### src/rtl/pointwise_accum.sv
// pointwise_accum: reduction stage behind the pointwise datapath.
// Sums each group of VEC_LEN signed 16-bit samples, scales the sum by a
// rounded arithmetic right shift, saturates to 16 bits and hands one word
// per group downstream over a valid/ready handshake.
module pointwise_accum #(
    parameter int VEC_LEN = 16,
    parameter int ACC_W   = 24,
    parameter int SHIFT   = 4
) (
    input  logic        clk,
    input  logic        rst,
    input  logic        in_valid,
    output logic        in_ready,
    input  logic [15:0] in_data,
    input  logic        clear,
    output logic        out_valid,
    input  logic        out_ready,
    output logic [15:0] out_data,
    output logic        out_sat
);

    localparam int CNT_W = $clog2(VEC_LEN);
    localparam logic [CNT_W-1:0] LAST_CNT = CNT_W'(VEC_LEN - 1);
    localparam logic signed [ACC_W:0] MAX_OUT = (ACC_W+1)'(32767);
    localparam logic signed [ACC_W:0] MIN_OUT = (ACC_W+1)'(-32768);

    typedef enum logic {
        ACCUM,
        DRAIN
    } state_t;

    state_t                    state_q, state_d;
    logic signed [ACC_W-1:0]   acc_q, acc_d;
    logic        [CNT_W-1:0]   cnt_q, cnt_d;
    logic                      outValid_q, outValid_d;
    logic        [15:0]        outData_q, outData_d;
    logic                      outSat_q, outSat_d;

    logic signed [ACC_W-1:0]   sampleExt;
    logic signed [ACC_W:0]     sumWide;
    logic signed [ACC_W:0]     roundedWide;
    logic        [15:0]        clipData;
    logic                      clipSat;

    // The sum is formed one bit wider than the accumulator so the rounding
    // increment can never wrap, even when ACC_W sits at its minimum legal width.
    assign sampleExt = {{(ACC_W-16){in_data[15]}}, in_data};
    assign sumWide   = {acc_q[ACC_W-1], acc_q} + {sampleExt[ACC_W-1], sampleExt};

    // Round half up toward +inf, then shift; with no shift the sum passes through.
    generate
        if (SHIFT > 0) begin : gen_round
            localparam logic signed [ACC_W:0] ROUND_INC = (ACC_W+1)'(1 << (SHIFT - 1));
            assign roundedWide = $signed(sumWide + ROUND_INC) >>> SHIFT;
        end else begin : gen_noround
            assign roundedWide = sumWide;
        end
    endgenerate

    // Saturate the scaled sum into the 16-bit signed output range.
    always_comb begin
        clipData = roundedWide[15:0];
        clipSat  = 1'b0;
        if (roundedWide > MAX_OUT) begin
            clipData = 16'h7FFF;
            clipSat  = 1'b1;
        end else if (roundedWide < MIN_OUT) begin
            clipData = 16'h8000;
            clipSat  = 1'b1;
        end
    end

    // Next-state logic: accumulate in ACCUM (clear wins over a sample), capture the result on the last sample, and hold it in DRAIN until taken.
    always_comb begin
        state_d    = state_q;
        acc_d      = acc_q;
        cnt_d      = cnt_q;
        outValid_d = outValid_q;
        outData_d  = outData_q;
        outSat_d   = outSat_q;
        case (state_q)
            ACCUM: begin
                if (clear) begin
                    acc_d = '0;
                    cnt_d = '0;
                end else if (in_valid) begin
                    if (cnt_q == LAST_CNT) begin
                        outData_d  = clipData;
                        outSat_d   = clipSat;
                        outValid_d = 1'b1;
                        acc_d      = '0;
                        cnt_d      = '0;
                        state_d    = DRAIN;
                    end else begin
                        acc_d = sumWide[ACC_W-1:0];
                        cnt_d = cnt_q + CNT_W'(1);
                    end
                end
            end
            DRAIN: begin
                if (out_ready) begin
                    outValid_d = 1'b0;
                    state_d    = ACCUM;
                end
            end
            default: begin
                state_d = ACCUM;
            end
        endcase
    end

    // State and output registers; reset throws away any partial or pending group.
    always_ff @(posedge clk or negedge rst) begin
        if (!rst) begin
            state_q    <= ACCUM;
            acc_q      <= '0;
            cnt_q      <= '0;
            outValid_q <= 1'b0;
            outData_q  <= '0;
            outSat_q   <= 1'b0;
        end else begin
            state_q    <= state_d;
            acc_q      <= acc_d;
            cnt_q      <= cnt_d;
            outValid_q <= outValid_d;
            outData_q  <= outData_d;
            outSat_q   <= outSat_d;
        end
    end

    assign in_ready  = (state_q == ACCUM);
    assign out_valid = outValid_q;
    assign out_data  = outData_q;
    assign out_sat   = outSat_q;

endmodule

### config.mk
export PLATFORM = sky130hd
export DESIGN_NAME = pointwise_accum
export DESIGN_NICKNAME = d
export VERILOG_FILES = /design/src/rtl/pointwise_accum.sv
export SDC_FILE = /design/constraint.sdc
export NUM_CORES = 1
export LEC_CHECK = 0
export ABC_AREA = 1
export BUFFER_PORTS_ARGS = -buffer_cell sky130_fd_sc_hd__buf_2
export CAP_MARGIN = 20
export CORE_MARGIN = 1
export CORE_UTILIZATION = 55
export CTS_BUF_LIST = sky130_fd_sc_hd__clkbuf_2
export DETAILED_ROUTE_END_ITERATION = 7
export PLACE_DENSITY_LB_ADDON = 0.3
export SYNTH_ARGS = -nofsm -noshare
export SYNTH_HDL_FRONTEND = slang
export SYNTH_SLANG_ARGS = --single-unit
### constraint.sdc
create_clock -name clk -period 3.54 [get_ports clk]
set_input_delay 0.708 -clock clk [delete_from_list [all_inputs] [get_ports clk]]
set_output_delay 0.708 -clock clk [all_outputs]
set_load 0.01 [all_outputs]
Word-level counts from Yosys, hierarchy flattened
Index checks and enable logic that the tools add are counted.
{"block": "totals", "reg_bits": 47, "output_inout_bits": 19, "elab_cells": 42}
{"block": "op_classes", "addsub": 3, "order_cmp": 2, "eq_ne": 5, "mux": 20, "n_bitwise": 2, "n_reduce_logical": 4}
{"op": "two-way mux 24 bit", "count": 3}
{"op": "two-way mux 16 bit", "count": 2}
{"op": "adder 24 x 16 -> 25 bit", "count": 1}
{"op": "adder 25 x 5 -> 25 bit (second input constant)", "count": 1}
{"op": "> comparator 21 x 16 -> 1 bit (second input constant)", "count": 1}
{"op": "less-than comparator 21 x 16 -> 1 bit (second input constant)", "count": 1}
{"op": "two-way mux 4 bit", "count": 3}
{"op": "two-way mux 1 bit", "count": 10}
{"op": "AND reduction 4 bit", "count": 2}
{"op": "inequality test 2 bit (second input constant)", "count": 3}
{"op": "adder 4 x 1 -> 4 bit (second input constant)", "count": 1}
{"op": "equality test 4 bit (second input constant)", "count": 1}
{"op": "case mux 1 bit (2 select lines)", "count": 2}
{"op": "inequality test 2 x 1 -> 1 bit (second input constant)", "count": 1}
{"op": "inverter 1 bit", "count": 2}
{"op": "AND reduction 2 bit", "count": 1}
{"op": "nonzero test 2 bit", "count": 1}

Logic depth before layout (Yosys ltp)
Gate-level depths: netlist (run 1).
{"block": "logic_depth", "depth_word": 5, "mapped_depth": 24, "mapped_depth_nobuf": 23}

Worst setup path after synthesis (run 1)
No wires, ideal clock.
{"block": "synth_path", "path_type": "input port to flip-flop", "startpoint": "in in_data[0]", "endpoint": "reg outData_q[10], in the netlist out_data[10]", "setup_time_ns": 0.123, "arrival_ns": 3.289, "required_time_ns": 3.417, "setup_slack_ns": 0.128, "cell_stages": 19, "n_path_buf": 1, "path_cell_list": "ha_1 fa_1 nand2_4 a21oi_4 xnor2_1 inv_1 ha_1 inv_1 nor2_2 nand3_4 nor2_8 nand4_2 nor2_2 nand3_1 a21oi_1 nand2_1 nand3_2 buf_6 nand3_2"}
{"block": "synth_between", "elab_chain_cells": 5, "word_cells_on_any_way": 6, "cone_classes": "add/sub: 2; order compare: 2; mux: 2"}
{"element": "start: declaration", "line": "14", "text": "input logic [15:0] in_data,"}
{"element": "adder 24 x 16 -> 25 bit *", "line": "48", "text": "assign sumWide = {acc_q[ACC_W-1], acc_q} + {sampleExt[ACC_W-1], sampleExt};"}
{"element": "adder 25 x 5 -> 25 bit *", "line": "54", "text": "assign roundedWide = $signed(sumWide + ROUND_INC) >>> SHIFT;"}
{"element": "less-than comparator 21 x 16 -> 1 bit", "line": "67", "text": "end else if (roundedWide < MIN_OUT) begin"}
{"element": "two-way mux 16 bit", "line": "67"}
{"element": "two-way mux 16 bit *", "line": "64", "text": "if (roundedWide > MAX_OUT) begin"}
{"element": "end signal: assignment", "line": "126", "text": "outData_q <= outData_d;"}
{"element": "end: declaration", "line": "36", "text": "logic [15:0] outData_q, outData_d;"}
Mark *: on every way between the ends. The rest lies on a longest branch, timed or not.
A chain may end at the register's enable or synchronous reset.

Final worst setup path (run 1)
{"block": "layout_path", "startpoint": "reg acc_q[0]", "endpoint": "reg outData_q[14], in the netlist out_data[14]"}
{"block": "layout_between", "elab_chain_cells": 5, "word_cells_on_any_way": 6, "cone_classes": "add/sub: 2; order compare: 2; mux: 2"}
{"element": "start: declaration", "line": "33", "text": "logic signed [ACC_W-1:0] acc_q, acc_d;"}
{"element": "start signal: assignment", "line": "116", "text": "acc_q <= '0;"}
{"element": "start signal: assignment", "line": "123", "text": "acc_q <= acc_d;"}
{"element": "adder 24 x 16 -> 25 bit *", "line": "48"}
{"element": "adder 25 x 5 -> 25 bit *", "line": "54"}
{"element": "less-than comparator 21 x 16 -> 1 bit", "line": "67"}
{"element": "two-way mux 16 bit", "line": "67"}
{"element": "two-way mux 16 bit *", "line": "64"}
Marked as above.

==> qor.yml, run 1 <==
cp_max_fo: 6
power_density_nw_per_um2: 407.1
yosysTopAreaCellShare: 0.2507
drive_gt1_frac: 0.2182
cp.arrival_ns: 3.56
grt_max_degree: 48
design_area_sq_um: 5345
die_w_microns: 94.35
post-route-period-util: 0.9005
cts_sinks: 47
synth_cells: 709
drc: 0
slowest_delay_ns: 0.45
maxSlewHeadroom: 0.2999
grt_pass1_wl_microns: 20680
via_per_inst: 5.394
synth_area_sq_um: 4691
rsz0062_at_grt: "false"
num_antenna_cells: 0
dieHeight_microns: 94.35
core-area_sq_um: 8217
setup.worst_path.end_class: "flop"
synth_flop_cell: "dfrtp_1"
die_area_sq_um: 8902
path_cells: "ha_1 > fa_1 > nand2_4 > a21oi_4 > xnor2_1 > inv_1 > ha_1 > inv_1 > nor2_4 > nand3_4 > nor2_8 > nand2_2 > nor2_2 > nand3_1 > nand2_1 > nand2_1 > nor2_1 > nand2_1 > nand2_4 > buf_4 > nand3_2 > nand3_2"
crit_top_cell: "nand2_1"
avgSynthCellArea_sq_um: 6.616
grt_usage: 0.2980
hold_path_class: "in2reg"
start_util: 0.5709
power.static_leakage_uw: 0.003068
finalHoldViolCount: 0
synth_seq_cells: 47
ys_warn_count: 0
status: "complete, no violations"
syn_to_final_growth_pct: 13.95
pwr-share-seq: 0.285
num_io_pins: 40
p_int_uw: 1151
cp-start-kind: "flop"
io_buffers: 39
synth_edf_count: 0
drt-total-wl_microns: 12770
pwr-share-comb: 0.571
place_hpwl_microns: 10090
crit_type: "reg2reg"
rr_worst_depth: 22
synth_most_common_cell: "nand2_1"
core.rowCount: 33
finalSetupViolations: 0
yosysSeqAreaShare: 0.2507
vias: 4768
fin_util: 0.6505
hold_depth: 2
drtAntennaViolNets: 0
drv_slew: 0
nets: 826
drv_cap: 0
p_sw_uw: 1025
fin_cells: 884
cts_max_level: 2
synth_common_cells: "nand2_1 (226), inv_1 (95), nand3_1 (78)"
async_reset_ff_frac: 1.000
place_area_sq_um: 5199
switching_share: 0.4710
period_minus_slack_ns: 3.188
yosys-top-cells-area: "dfrtp_1 (25%), nand2_1 (18%), nand3_1 (8.3%)"
yosysUniqueCellTypes: 39
max_freq_ghz: 0.3137
peakVddDrop_uv: 202.2
clock_latency_ns: 0.44
tightest_slew_ns: 1.048
cts_tree: "yes"
cts_root_buf: "clkbuf_2"
cp_slowest_cell: "dfrtp_1"
path_clk_slew_ns: 0.28
cts_buffers: 5
yosysTopAreaCell: "dfrtp_1"
grt-ovfl-total: 0
synth_fp_nets: 757
clockBufferDepth: 2
clockPowerShare: 0.145
grt_pass1_vias: 4436
skew_ns: 0.03434
dpl.cell_count: 871
crit_required_ns: 3.91
routedWlPerCell_microns: 14.45
gp_congestion: 0.9703
drt_iter0_drc: 277
dr.pass1.iters: 5
antenna_found_initial: 0
total_power_uw: 2176
## cell type report
cell class	instances	area, sq um
multi-input cells	539	3038
well taps	105	131.4
flip-flops and latches	47	1176
fillers	734	2872
repair buffers	74	510.5
inverters	111	417.9
clock buffers	5	25.02
clock inverters	3	46.29
## critical path, delay by kind of cell, from the launching register on
family	cells	cell delay (ns)
AOI/OAI and AO/OA	1	0.07
xor gates and xnor gates	1	0.15
adders and majority gates	3	0.80
buffers and inverters	3	0.29
DFF	1	0.45
and+or+nand+nor	14	1.35
## repair_timing
| action | 4_1_cts | 5_1_grt |
|---|---|---|
| endpoints found under the hold margin | 0 | 6 |
| hold buffers | 0 | 1 |
| endpoints found under the setup margin | 0 | 15 |
| gates resized for setup | 0 | 3 |
| buffers inserted | 0 | 3 |
## flip-flops by register name (all words and copies together) (netlist names)
name       count
cnt_q          4
state_q        1
out_sat        1
acc_q         24
out_valid      1
out_data      16
## metal layers
layer,vias to the layer above,GRT usage,routed length [microns]
li1,2403,-,-
met1,2189,0.3577,5526
met2,133,0.5350,6212
met3,43,0.04428,611
met4,0,0.1103,422
met5,-,0,0
## cell usage in the layout, fill, tap and decap left out, types with 16 or more instances in the layout
cell type / n
nand2_1: 226
inv_1: 95
nand3_1: 78
dfrtp_1: 47
nor2_1: 46
buf_2: 39
buf_4: 30
nand3_2: 28
ha_1: 26
o21ai_0: 25
nand2_2: 18
a21oi_1: 18
nand4_1: 16
## power groups by stage
stage	Sequential [uW]	Clock, uW	Combinational (uW)
global placement	627	0	1160
floorplan	615	0	835
global route	624	340	1370
CTS	619	324	1190
detailed placement	628	0	1180
finish	619	315	1240
## final timing paths
kind | from | end | slack, ns
worst max-delay path | acc_q[0] | out_data[14] | 0.35
min in group asynchronous | rst | acc_q[2] | 0.57
max in group asynchronous | rst | acc_q[12] | 2.47
worst min-delay path | out_ready | state_q | 0.44
worst max register to register | acc_q[0] | out_data[14] | 0.35
worst min register to register | out_data[15] | out_data[15] | 0.52
## per-stage QoR
stage	hold slack, ns	worst slack [ns]	setup TNS [ns]
3_3_place_gp	0.4622	-0.004144	-0.004144
5_1_grt	0.4053	0.01653	0
6_report	0.4379	0.3521	0
3_5_place_dp	0.4693	-0.05981	-0.7164
2_1_floorplan	0.4124	0.1284	0
4_1_cts	0.4141	0.2961	0
## cells by family after synthesis
| kind of cell | count (synthesis) | synth area share |
|---|---|---|
| AO/OA/AOI/OAI | 54 | 0.06749 |
| XOR/XNOR | 14 | 0.02774 |
| adder cells (fa/ha/maj) | 27 | 0.07362 |
| buffers and inverters | 123 | 0.1038 |
| flip-flops | 47 | 0.2507 |
| AND/OR/NAND/NOR | 444 | 0.4767 |
(Power assumes the default switching activity.)
==> inputs of run 2 (changes only) <==
--- a/config.mk
+++ b/config.mk
@@ -5,13 +5,13 @@
 export SDC_FILE = /design/constraint.sdc
 export NUM_CORES = 1
 export LEC_CHECK = 0
-export ABC_AREA = 1
 export BUFFER_PORTS_ARGS = -buffer_cell sky130_fd_sc_hd__buf_2
 export CAP_MARGIN = 20
 export CORE_MARGIN = 1
 export CORE_UTILIZATION = 55
 export CTS_BUF_LIST = sky130_fd_sc_hd__clkbuf_2
 export DETAILED_ROUTE_END_ITERATION = 7
+export GPL_TIMING_DRIVEN = 1
 export PLACE_DENSITY_LB_ADDON = 0.3
 export SYNTH_ARGS = -nofsm -noshare
 export SYNTH_HDL_FRONTEND = slang
==> qor.yml, run 2 <==
yosys-top-cells-area: "dfrtp_1 (29%), ha_1 (8.0%), a22o_1 (5.2%)"
crit_type: "reg2reg"
grt_max_degree: 48  # unchanged
drv_slew: 0  # unchanged
synth_fp_nets: 497  # -34%
path_cells: "ha_4 > fa_2 > a211oi_4 > o211ai_2 > a311oi_2 > o221ai_2 > xor2_1 > buf_4 > or4_4 > o21bai_4 > a21o_1 > nand3_4 > buf_12 > a311oi_2"
yosysTopAreaCell: "dfrtp_1"
via_per_inst: 6.603  # +22%
dpl.cell_count: 684  # -21%
synth_flop_cell: "dfrtp_1"
fin_ws_ns: -0.07151  # -0.4236 ns
timing.hold.ws_ns: 0.3557  # -0.08220 ns
status: "finished with violations"
pwr-share-seq: 0.222  # -0.063
grt_pass1_vias: 4434  # -0.045%
finalSetupViolations: 13  # +13
grt_usage: 0.3743  # +0.07629
synth_most_common_cell: "dfrtp_1"
reg2reg_from: "acc_q[0]"
hold_path_class: "in2reg"
crit_top_cell: "a311oi_2"
cts_sinks: 47  # unchanged
start_util: 0.5849  # +0.01398
largest_reg_flops: 24  # unchanged
drtAntennaViolNets: 0  # unchanged
syn_to_final_growth_pct: 42.61
clockBufferDepth: 2  # unchanged
path_buf_inv: 2  # -1
rr_worst_depth: 14  # -36%
crit_cells: 14  # -36%
num_antenna_cells: 0  # unchanged
r2r-end: "out_data[9]"
cts_buffers: 5  # unchanged
drive_gt1_frac: 0.4577  # +0.2394
drc: 0  # unchanged
n_fill_cell: 361  # -51%
cp_max_fo: 8  # +2
synth_area_sq_um: 4061  # -13%
nets: 661  # -20%
slowest_delay_ns: 0.49  # +0.04 ns
grt_pass1_wl_microns: 21880  # +5.8%
avgSynthCellArea_sq_um: 9.045  # +37%
skew_ns: 0.04162  # +0.007275 ns
synth_common_cells: "dfrtp_1 (47), nor2_1 (45), nand2_1 (39)"
clock_latency_ns: 0.49  # +0.05 ns
pwr-share-comb: 0.656  # +0.085
p_int_uw: 1603  # +39%
critPathTopFamily: "compound AO/OA/AOI/OAI gates"
die_w_microns: 87.93  # -6.8%
setup.worst_path.end_class: "flop"
final_cell_mix: "buf_4 (138), dfrtp_1 (47), nor2_1 (45), buf_2 (39), nand2_1 (37)"
p_sw_uw: 1204  # +18%
place_area_sq_um: 5220  # +0.41%
antenna_found_initial: 0  # unchanged
yosysUniqueCellTypes: 72  # +85%
violations: "negative setup slack"
synth_cells: 449  # -37%
cp-endpoint: "out_data[9]"
finalHoldViolCount: 0  # unchanged
drv_cap: 0  # unchanged
path_clk_slew_ns: 0.31  # +0.03 ns
yosysTopAreaCellShare: 0.2896  # +0.03885
rsz0062_at_grt: "true"
period_minus_slack_ns: 3.612  # +0.4236 ns
dieHeight_microns: 87.93  # -6.8%
regMostFlops: "acc_q"
crit_required_ns: 3.89  # -0.02 ns
maxSlewHeadroom: 0.6934  # +0.3935
gp_congestion: 0.9100  # -6.2%
cts_root_buf: "clkbuf_2"
design_area_sq_um: 5792  # +8.4%
place_hpwl_microns: 9355  # -7.2%
vias: 4688  # -1.7%
core-area_sq_um: 6944  # -15%
drt-total-wl_microns: 14880  # +17%
cp.arrival_ns: 3.97  # +0.41 ns
fin_util: 0.8341  # +0.1835
post-route-period-util: 1.020  # +0.1197
layout_commonest_cell: "buf_4"
core.rowCount: 30  # -9.1%
die_area_sq_um: 7732  # -13%
power_density_nw_per_um2: 484.7  # +19%
fin_cells: 710  # -20%
power.static_leakage_uw: 0.002595  # -15%
ys_warn_count: 0  # unchanged
drt_iter0_drc: 449  # +62%
io_buffers: 39  # unchanged
synth_seq_cells: 47  # unchanged
startpoint: "acc_q[0]"
peakVddDrop_uv: 305.9  # +51%
cp_slowest_cell: "dfrtp_1"
routedWlPerCell_microns: 20.96  # +45%
cts_max_level: 2  # unchanged
grt-ovfl-total: 0  # unchanged
tightest_slew_ns: 0.4561  # -0.5915 ns
cp-start-kind: "flop"
total_power_uw: 2808  # +29%
dr.pass1.iters: 5  # unchanged
async_reset_ff_frac: 1.000  # unchanged
clockPowerShare: 0.122  # -0.023
num_io_pins: 40  # unchanged
synth_edf_count: 0  # unchanged
r2r_slack_ns: -0.07  # -0.42 ns
max_freq_ghz: 0.2769  # -12%
cts_tree: "yes"
switching_share: 0.4289  # -0.04210
yosysSeqAreaShare: 0.2896  # +0.03885
run 2: changes by cell type in the layout (fill, tap and decap cells not counted), moves of 13 or more:
| cell | change |
|---|---|
| nand2_2 | -15 |
| xnor2_1 | +16 |
| buf_4 | +108 |
| a22o_1 | +24 |
| nand3_2 | -25 |
| inv_1 | -89 |
| inv_2 | -13 |
| nand3_1 | -67 |
| nand2_1 | -189 |
run 2: final cells by class:
cell class / instances / area (sq um) / share of cell area
Tap cell: 96 / 120.1 / 0.02074
Sequential cell: 47 / 1176 / 0.2031
Multi-Input combinational cell: 371 / 3075 / 0.5310
Clock inverter: 3 / 46.29 / 0.007993
Clock buffer: 5 / 25.02 / 0.004321
Timing Repair Buffer: 182 / 1326 / 0.2290
Inverter: 6 / 22.52 / 0.003889
run 2: stage by stage:
step                worst slack (ns)  TNS [ns]
CTS                         0.001065         0
finish                      -0.07151   -0.4922
detailed placement           -0.7213    -10.21
global route                 -0.1929    -2.331
floorplan                    -0.2435    -2.652
global placement             -0.5371    -8.018
run 2: how the worst min path moves through the flow:
| stage | start | endpoint | slack (ns) | cells after the start |
|---|---|---|---|---|
| after global placement | out_valid | out_valid | 0.45 | 2 |
| after global routing | out_ready | state_q | 0.33 | 2 |
| after floorplan | rst | acc_q[0] | 0.41 | 0 |
| after detailed placement | out_data[15] | out_data[15] | 0.48 | 2 |
| final | out_ready | state_q | 0.36 | 2 |
| after CTS | out_ready | state_q | 0.41 | 2 |
run 2: cells by family after synthesis:
family | Yosys count | share of synthesized area
fa+ha+maj | 27 | 0.08503
xor+xnor | 28 | 0.06038
simple gates | 159 | 0.2058
compound gates | 156 | 0.3133
flops | 47 | 0.2896
buf+inv | 31 | 0.04313
mux | 1 | 0.002772
run 2: power groups by stage:
stage | logic [uW] | registers (uW) | clock network, uW
finish | 1840 | 623 | 341
CTS | 1600 | 620 | 329
global placement | 1450 | 622 | 0
detailed placement | 1490 | 624 | 0
global route | 1940 | 626 | 363
floorplan | 844 | 610 | 0
run 2: routing by layer:
| layer | up-vias | share of wire | global-route usage |
|---|---|---|---|
| met4 | 0 | 0.064 | 0.1967 |
| met5 | - | 0 | 0 |
| met3 | 99 | 0.067 | 0.05655 |
| met1 | 2269 | 0.37 | 0.4335 |
| met2 | 297 | 0.50 | 0.6660 |
| li1 | 2023 | - | - |
run 2: what timing repair did:
action | in CTS | in global routing
hold buffers | 0 | 1
buffers inserted | 7 | 9
pin swaps | 8 | 13
gates resized for setup | 27 | 26
endpoints found under the hold margin | 0 | 6
setup endpoints to repair | 16 | 16
cloned | 0 | 1
==> inputs of run 3 (changes only) <==
--- a/config.mk
+++ b/config.mk
@@ -6,7 +6,6 @@
 export NUM_CORES = 1
 export LEC_CHECK = 0
 export BUFFER_PORTS_ARGS = -buffer_cell sky130_fd_sc_hd__buf_2
-export CAP_MARGIN = 20
 export CORE_MARGIN = 1
 export CORE_UTILIZATION = 55
 export CTS_BUF_LIST = sky130_fd_sc_hd__clkbuf_2
==> constraint.sdc (replaced) <==
create_clock -name clk -period 3.54 [get_ports clk]
set_input_delay 0.708 -clock clk [delete_from_list [all_inputs] [get_ports clk]]
set_output_delay 0.708 -clock clk [all_outputs]
set_load 0.1 [all_outputs]
==> qor.yml, run 3 (synthesis gave the netlist of run 2 again) <==
grt_pass1_vias: 4486  # +1.2%
postCtsHoldBufs: 0  # unchanged
r2r_slack_ns: -0.32  # -0.25 ns
vias: 4807  # +2.5%
rr_worst_depth: 13  # -1
cts_max_level: 2  # unchanged
antenna_found_initial: 0  # unchanged
place_hpwl_microns: 9353  # about the same
finalHoldViolCount: 0  # unchanged
skew_ns: 0.04678  # +0.005161 ns
nets: 661  # unchanged
drt_iter0_drc: 540  # +20%
final_cell_mix: "buf_4 (134), dfrtp_1 (47), nor2_1 (45), buf_2 (39), nand2_1 (36)"
num_antenna_cells: 0  # unchanged
crit_required_ns: 3.90  # about the same
setup-tns-final_ns: -4.415  # -3.923 ns
rsz0062_at_grt: "true"
cts_root_buf: "clkbuf_2"
dr.pass1.iters: 5  # unchanged
power.static_leakage_uw: 0.002638  # +1.6%
crit_cells: 13  # -1
cp_slowest_cell: "nor4_2"
clock_latency_ns: 0.50  # about the same
startpoint: "acc_q[11]"
cp_max_fo: 8  # unchanged
cp.arrival_ns: 4.21  # +0.24 ns
drv_slew: 0  # unchanged
num_io_pins: 40  # unchanged
io_buffers: 39  # unchanged
fin_ws_ns: -0.3174  # -0.2459 ns
critPathTopFamily: "simple AND/OR/NAND/NOR gates"
core-area_sq_um: 6944  # unchanged
hold_path_class: "in2async"
grt_max_degree: 48  # unchanged
maxSlewHeadroom: 0.2786  # -0.4148
path_cells: "ha_1 > nand4_1 > nor3_1 > nor4_2 > a21oi_1 > nor4_2 > nand4_1 > buf_4 > nor4_4 > o21ai_2 > nand3_4 > buf_12 > a31oi_2"
max_freq_ghz: 0.2592  # -6.4%
cp-endpoint: "out_sat"
finalSetupViolations: 17  # +4
peakVddDrop_uv: 304.8  # -0.37%
layout_commonest_cell: "buf_4"
cp-start-kind: "flop"
status: "finished with violations"
violations: "negative setup slack"
n_fill_cell: 347  # -3.9%
core.rowCount: 30  # unchanged
cts_tree: "yes"
path_buf_inv: 2  # unchanged
total_power_uw: 2835  # +0.98%
die_w_microns: 87.93  # unchanged
drive_gt1_frac: 0.4625  # +0.004886
gp_congestion: 0.9061  # -0.43%
die_area_sq_um: 7732  # unchanged
syn_to_final_growth_pct: 43.25
setup.worst_path.end_class: "flop"
drtAntennaViolNets: 0  # unchanged
drc: 0  # unchanged
crit_type: "reg2reg"
grt-ovfl-total: 0  # unchanged
power_density_nw_per_um2: 487.3  # +0.52%
reg2reg_from: "acc_q[11]"
routedWlPerCell_microns: 22.08  # +5.3%
drv_cap: 0  # unchanged
post-route-period-util: 1.090  # +0.06947
via_per_inst: 6.770  # +2.5%
regMostFlops: "acc_q"
grt_pass1_wl_microns: 21380  # -2.3%
tightest_slew_ns: 1.082  # +0.6260 ns
clockBufferDepth: 2  # unchanged
period_minus_slack_ns: 3.857  # +0.2459 ns
grt_usage: 0.3596  # -0.01468
slowest_delay_ns: 0.57  # +0.08 ns
path_clk_slew_ns: 0.33  # +0.02 ns
start_util: 0.5849  # unchanged
drt-total-wl_microns: 15680  # +5.3%
r2r-end: "out_sat"
cts_buffers: 5  # unchanged
cts_sinks: 47  # unchanged
largest_reg_flops: 24  # unchanged
dieHeight_microns: 87.93  # unchanged
run 3: cell types whose count changed in the layout (fill, tap and decap cells not counted), moves of 3 or more:
cell	change
buf_6	+5
ha_1	+4
buf_4	-4
o21ai_1	-3
ha_4	-3
run 3: worst min path at each step:
stage | start | to | slack (ns) | cells after the start
2_1_floorplan | rst | acc_q[0] | 0.41 | 0
3_3_place_gp | out_valid | out_valid | 0.45 | 2
3_5_place_dp | out_valid | out_valid | 0.46 | 2
4_1_cts | out_ready | state_q | 0.40 | 2
5_1_grt | out_ready | state_q | 0.35 | 2
6_report | rst | acc_q[7] | 0.33 | 1
run 3: area by class of cell:
cell class                 count  area, sq um  area share
multi-input combinational    371         3078      0.5290
clock inverter                 3        46.29    0.007957
clock buffer                   5        25.02    0.004301
sequential                    47         1176      0.2022
timing repair buffer         182         1350      0.2320
tap                           96        120.1     0.02065
inverter                       6        22.52    0.003871
run 3: worst register-to-register path, cell delays in order (launching register included):
cell and delay, ns:
dfrtp_1 0.47, ha_1 0.36, nand4_1 0.16, nor3_1 0.10
nor4_2 0.57, a21oi_1 0.17, nor4_2 0.45, nand4_1 0.30
buf_4 0.27, nor4_4 0.31, o21ai_2 0.15, nand3_4 0.14
buf_12 0.14, a31oi_2 0.12
run 3: timing repair:
item	4_1_cts	5_1_grt
cloned	1	1
resized for setup	29	36
setup buffers	10	11
endpoints found under the hold margin	0	0
pin swaps	15	18
endpoints found under the setup margin	16	16
run 3: metrics by stage:
stage / util / instances / hold slack (ns) / setup slack, ns / cell area (sq um)
after floorplan: - / 449 / 0.4124 / -0.2435 / 4108
after global placement: 0.7481 / 679 / 0.4546 / -0.3776 / 5195
after detailed placement: 0.7481 / 679 / 0.4635 / -0.5432 / 5195
after CTS: 0.7991 / 698 / 0.4029 / -0.01507 / 5549
after global routing: 0.8378 / 710 / 0.3520 / -0.4412 / 5818
final: 0.8378 / 710 / 0.3269 / -0.3174 / 5818
run 3: metal layers:
layer  up-vias  global-route usage  share of wire
li1       2036                   -              -
met1      2263              0.4125           0.36
met2       362              0.6371           0.48
met3       146             0.06126          0.070
met4         0              0.1937          0.088
met5         -                   0              0
run 3: report_power, final:
group / leakage [uW] / internal [uW] / switching (uW)
Sequential: 0.000640 / 581 / 36.8
Combinational: 0.00196 / 902 / 968
Clock: 0.0000396 / 122 / 225
Total: 0.00264 / 1600 / 1230
